==> config.mk <==
export PLATFORM = sky130hd
export DESIGN_NAME = uart_transmit
export DESIGN_NICKNAME = d
export VERILOG_FILES = /design/src/rtl/uart_pkg.sv /design/src/rtl/uart_baud_tick.sv /design/src/rtl/uart_transmit.sv
export SDC_FILE = /design/constraint.sdc
export NUM_CORES = 1
export LEC_CHECK = 0
export CAP_MARGIN = 10
export CORE_ASPECT_RATIO = 1.2
export CORE_MARGIN = 4
export CORE_UTILIZATION = 54
export DETAILED_ROUTE_END_ITERATION = 12
export GPL_ROUTABILITY_DRIVEN = 0
export PLACE_DENSITY = 0.86
export SLEW_MARGIN = 5
export SYNTH_ARGS = -nofsm -noshare
export SYNTH_HDL_FRONTEND = slang
export SYNTH_SLANG_ARGS = --single-unit
==> constraint.sdc <==
create_clock -name i_clk -period 2.1 [get_ports i_clk]
set_input_delay 0.42 -clock i_clk [delete_from_list [all_inputs] [get_ports i_clk]]
set_output_delay 0.42 -clock i_clk [all_outputs]
set_load 0.02 [all_outputs]
==> src/rtl/uart_pkg.sv <==
// Shared UART definitions: FSM state encodings, default baud divisor and line levels.
package uart_pkg;

    typedef enum logic [2:0] {
        ST_IDLE   = 3'd0,
        ST_START  = 3'd1,
        ST_DATA   = 3'd2,
        ST_PARITY = 3'd3,
        ST_STOP   = 3'd4
    } uart_state_e;

    localparam int unsigned CLKS_PER_BIT_115200 = 868;

    localparam logic LINE_IDLE = 1'b1;
    localparam logic START_BIT = 1'b0;

endpackage

==> src/rtl/uart_baud_tick.sv <==
// Baud-rate divider: counts 0..CLKS_PER_BIT-1 and emits a one-cycle tick on the wrap cycle.
module uart_baud_tick
    import uart_pkg::*;
#(
    parameter int unsigned CLKS_PER_BIT = CLKS_PER_BIT_115200
) (
    input  logic i_clk,
    input  logic i_rst_n,
    input  logic i_clr,
    output logic o_tick
);

    localparam int unsigned CNT_W = (CLKS_PER_BIT > 1) ? $clog2(CLKS_PER_BIT) : 1;
    localparam logic [CNT_W-1:0] LAST_CNT = CNT_W'(CLKS_PER_BIT - 1);

    logic [CNT_W-1:0] r_cnt;
    logic             w_wrap;

    assign w_wrap = (r_cnt == LAST_CNT);

    always_ff @(posedge i_clk) begin
        if (!i_rst_n || i_clr) begin
            r_cnt <= '0;
        end else if (w_wrap) begin
            r_cnt <= '0;
        end else begin
            r_cnt <= r_cnt + 1'b1;
        end
    end

    // A cleared counter never ticks, so a frame always starts at phase zero.
    assign o_tick = w_wrap && !i_clr;

endmodule

==> src/rtl/uart_transmit.sv <==
// UART transmitter, 8N1 by default, LSB first, valid/ready byte input.
// Define UART_TX_PARITY_EN to append an even-parity bit after the data bits.
module uart_transmit
    import uart_pkg::*;
#(
    parameter int unsigned CLKS_PER_BIT = CLKS_PER_BIT_115200,
    parameter int unsigned DATA_BITS    = 8
) (
    input  logic                 i_clk,
    input  logic                 i_rst_n,
    input  logic [DATA_BITS-1:0] i_tx_data,
    input  logic                 i_tx_valid,
    output logic                 o_tx_ready,
    output logic                 o_tx,
    output logic                 o_busy
);

    localparam int unsigned BIT_W = $clog2(DATA_BITS);
    localparam logic [BIT_W-1:0] LAST_BIT = BIT_W'(DATA_BITS - 1);

    uart_state_e          r_state, w_state_d;
    logic [DATA_BITS-1:0] r_shreg, w_shreg_d;
    logic [BIT_W-1:0]     r_bit_cnt, w_bit_cnt_d;
    logic                 r_tx, w_tx_d;
    logic                 w_tick;
    logic                 w_baud_clr;
`ifdef UART_TX_PARITY_EN
    logic                 r_parity, w_parity_d;
`endif

    uart_baud_tick #(
        .CLKS_PER_BIT(CLKS_PER_BIT)
    ) u_baud_tick (
        .i_clk  (i_clk),
        .i_rst_n(i_rst_n),
        .i_clr  (w_baud_clr),
        .o_tick (w_tick)
    );

    always_ff @(posedge i_clk) begin
        if (!i_rst_n) begin
            r_state   <= ST_IDLE;
            r_shreg   <= '0;
            r_bit_cnt <= '0;
            r_tx      <= LINE_IDLE;
`ifdef UART_TX_PARITY_EN
            r_parity  <= 1'b0;
`endif
        end else begin
            r_state   <= w_state_d;
            r_shreg   <= w_shreg_d;
            r_bit_cnt <= w_bit_cnt_d;
            r_tx      <= w_tx_d;
`ifdef UART_TX_PARITY_EN
            r_parity  <= w_parity_d;
`endif
        end
    end

    // w_tx_d is the line level of the state being entered, so the pin stays registered.
    always_comb begin
        w_state_d   = r_state;
        w_shreg_d   = r_shreg;
        w_bit_cnt_d = r_bit_cnt;
        w_tx_d      = r_tx;
        w_baud_clr  = 1'b0;
`ifdef UART_TX_PARITY_EN
        w_parity_d  = r_parity;
`endif
        unique case (r_state)
            ST_IDLE: begin
                w_baud_clr = 1'b1;
                w_tx_d     = LINE_IDLE;
                if (i_tx_valid) begin
                    w_shreg_d   = i_tx_data;
                    w_bit_cnt_d = '0;
`ifdef UART_TX_PARITY_EN
                    w_parity_d  = ^i_tx_data;
`endif
                    w_state_d   = ST_START;
                    w_tx_d      = START_BIT;
                end
            end
            ST_START: begin
                if (w_tick) begin
                    w_state_d = ST_DATA;
                    w_tx_d    = r_shreg[0];
                end
            end
            ST_DATA: begin
                if (w_tick) begin
                    w_shreg_d = r_shreg >> 1;
                    if (r_bit_cnt == LAST_BIT) begin
`ifdef UART_TX_PARITY_EN
                        w_state_d = ST_PARITY;
                        w_tx_d    = r_parity;
`else
                        w_state_d = ST_STOP;
                        w_tx_d    = LINE_IDLE;
`endif
                    end else begin
                        w_bit_cnt_d = r_bit_cnt + 1'b1;
                        w_tx_d      = r_shreg[1];
                    end
                end
            end
`ifdef UART_TX_PARITY_EN
            ST_PARITY: begin
                if (w_tick) begin
                    w_state_d = ST_STOP;
                    w_tx_d    = LINE_IDLE;
                end
            end
`endif
            ST_STOP: begin
                if (w_tick) begin
                    w_state_d = ST_IDLE;
                    w_tx_d    = LINE_IDLE;
                end
            end
            default: begin
                w_state_d = ST_IDLE;
                w_tx_d    = LINE_IDLE;
            end
        endcase
    end

    assign o_tx_ready = (r_state == ST_IDLE);
    assign o_busy     = (r_state != ST_IDLE);
    assign o_tx       = r_tx;

endmodule

==> results of run 1 <==
[what timing repair did]
action,CTS,global route
gates resized for setup,1,3
endpoints found under the setup margin,2,2
pin swaps,1,0
[synth_stat cells, types with 3 or more instances]
library cell	count	area (µm²)
mux2i_1	7	70.1
nand3_1	8	40.0
a21oi_1	3	15.0
o21ai_0	7	35.0
clkbuf_1	3	11.3
inv_1	5	18.8
a2111oi_0	3	26.3
dfxtp_1	25	500
o211a_1	7	70.1
xor2_1	7	61.3
ha_1	3	37.5
and3_1	4	25.0
nor2_1	13	48.8
[worst max-delay path, stage by stage (launching register included)]
cell and delay [ns]:
dfxtp_1 0.51, nor3b_1 0.48, and4_1 0.42, or2_1 0.30
o211a_1 0.18
[path summary, 6_finish.rpt]
check | to | slack [ns] | cells past startpoint
max | r_shreg[3] | 0.16 | 4
min | r_shreg[7] | 0.46 | 2
max reg2reg | r_shreg[3] | 0.16 | 4
min reg2reg | r_shreg[7] | 0.46 | 2
[cell usage in the layout (no fill, tap or decap), drive strengths merged]
master         count
and4               2
nor4               1
xor2               7
nand2              2
nand4b             2
nor3               1
dfxtp             25
ha                 3
a32o               2
nor3b              1
clkdlybuf4s50     11
a41oi              1
a21oi              3
a22o               1
nand4              1
dlymetal6s2s       2
o21ai              8
and3               4
buf                3
xnor2              2
a211o              1
nor2b              1
a21o               1
mux2i              7
clkbuf             3
inv                6
and4b              1
and2               3
o211a              7
or2                1
o21bai             1
nand3              8
nor2              13
nand2b             2
a2111oi            3
[per-stage QoR]
step | hold WS (ns) | setup slack (ns) | area, µm² | utilization [%]
finish | 0.458 | 0.162 | 1400 | 66.8
global route | 0.477 | 0.0560 | 1400 | 66.8
CTS | 0.462 | 0.0144 | 1390 | 66.2
detailed placement | 0.443 | 0.256 | 1360 | 64.7
global placement | 0.437 | 0.294 | 1360 | 64.7
floorplan | 0.426 | 0.450 | 1220 | -
[registers in the layout, summed over array words and instances (netlist names)]
| register | flops |
|---|---|
| r_bit_cnt | 3 |
| r_state | 3 |
| u_baud_tick.r_cnt | 10 |
| r_shreg | 8 |
| o_tx | 1 |
[logic make-up (layout without fill, tap and decap cells)]
kind of cell    count (synthesis)  after routing  share of synthesized area (%)
xor+xnor                        9              9                           6.48
simple gates                   43             43                           20.3
buf+inv                        13             25                           5.76
compound gates                 28             28                           17.5
fa+ha+maj                       3              3                           3.09
mux                             7              7                           5.76
flops                          25             25                           41.2
[power by group through the flow]
stage	registers, µW	clock network [µW]	logic [µW]
2_1_floorplan	511	0	55.6
3_3_place_gp	513	0	86.9
3_5_place_dp	515	0	88.4
4_1_cts	504	228	89.1
5_1_grt	507	248	96.7
6_report	505	222	88.6
[routing by layer]
layer  track usage, %  vias to the layer above
met2             27.4                       19
li1                 -                      488
met1             19.5                      450
met4             3.37                        0
met5                0                        -
met3             2.99                        2
[layout make-up]
cell class	instances	area share, %
multi-input cells	90	46.6
flip-flops and latches	25	35.9
repair buffers	16	11.3
well taps	30	2.68
clock buffers	3	1.61
inverters	5	1.34
clock inverters	1	0.626
==> results_dict.tcl, run 1 <==
set metrics [dict create \
    status "finished, final reports clean" \
    dr_wl_met2_um 1120 \
    fin_crit_sh_pct 92.3 \
    relSlewSlack_pct 64.2 \
    required_ns 2.37 \
    max_freq_ghz 0.516 \
    core_area_um2 2090 \
    area_delta_synth_final_pct 15.0 \
    seq_area_um2 502 \
    firstDrtPassIters 4 \
    hold_class "reg2reg" \
    finalNonFillerCells 170 \
    skew_ns 0.00347 \
    die_x_um 51.3 \
    port_buffers 13 \
    p_clk_share_pct 27.2 \
    combPwrFrac_pct 10.9 \
    start_util_pct 58.1 \
    cp_max_fo 9 \
    antenna_found_initial 0 \
    p_per_area_nw_per_um2 583 \
    min_period_ns 1.94 \
    grt-ovfl-total 0 \
    swShare_pct 24.3 \
    syn_area_per_cell_um2 9.50 \
    p_seq_share_pct 61.9 \
    rsz0062_at_grt "no" \
    ys_types 37 \
    clkLatencyLatePin_ns 0.31 \
    critPathLaunchType "flop" \
    multi_input_area_um2 652 \
    routed-wl-met3_um 127 \
    ir_worst_vdd_mv 0.430 \
    clock-sinks 25 \
    antenna_cells 0 \
    die_area_um2 3080 \
    fillers 190 \
    rows 18 \
    grt_max_degree 17 \
    chipHeight_um 60.0 \
    tns_ns 0 \
    synth_nets 142 \
    netlist_area_um2 1220 \
    numCtsBuffers 3 \
    ys_ff_latch 25 \
    finalSetupViolations 0 \
    yosysSeqAreaShare_pct 41.2 \
    syn_inst 128 \
    switchingPower_uw 199 \
    drive_gt1_share_pct 7.14 \
    crit_start "r_state[1]" \
    drv_slew 0 \
    synth_edf_count 0 \
    grt_pass1_wl_um 3710 \
    cts_tree "built" \
    finalHoldViolCount 0 \
    cts_hold_buf 0 \
    cts_root_buf "clkbuf_4" \
    gr-usage-all-layers_pct 15.5 \
    grt_pass1_vias 859 \
    max-cap-violations 0 \
    worstHoldStart "r_shreg[7]" \
    power.internal_uw 617 \
    synth_flop_cell "dfxtp_1" \
    clockBufferDepth 2 \
    top_layer "met4" \
    htree_levels 1 \
    dp_hpwl_um 1700 \
    routed_wl_um 2290 \
    cp-end-kind "flop" \
    vias_per_cell 5.64 \
    p_leak_uw 0.000605 \
    total_power_uw 816 \
    post_cts_buffers 0 \
    avgRoutedWirePerCell_um 13.4 \
    detail-route-antenna-nets 0 \
    drc 0 \
    pin_count 14 \
    dr_total_vias 959 \
    yosysWarnings 0 \
    met1Wirelength_um 1030 \
    synthArstFlopShare_pct 0 \
    placedCellCount 166 \
    worstSetupPathType "reg2reg" \
    tightest_slew_ns 0.523 \
    final_nets 155 \
    r2r-start "r_state[1]" \
    drtIter0Drc 18 \
    critPathArrivalTime_ns 2.21 \
    path_clk_slew_ns 0.14 \
]
Note: power is estimated with default switching activity, not from simulation.
==> run 2: changes to the inputs <==
--- a/config.mk
+++ b/config.mk
@@ -12,7 +12,7 @@
 export DETAILED_ROUTE_END_ITERATION = 12
 export GPL_ROUTABILITY_DRIVEN = 0
 export PLACE_DENSITY = 0.86
-export SLEW_MARGIN = 5
+export SLEW_MARGIN = 30
 export SYNTH_ARGS = -nofsm -noshare
 export SYNTH_HDL_FRONTEND = slang
 export SYNTH_SLANG_ARGS = --single-unit
==> results of run 2 <==
Same layout as run 1: the final DEF is identical, and so are final timing and power.
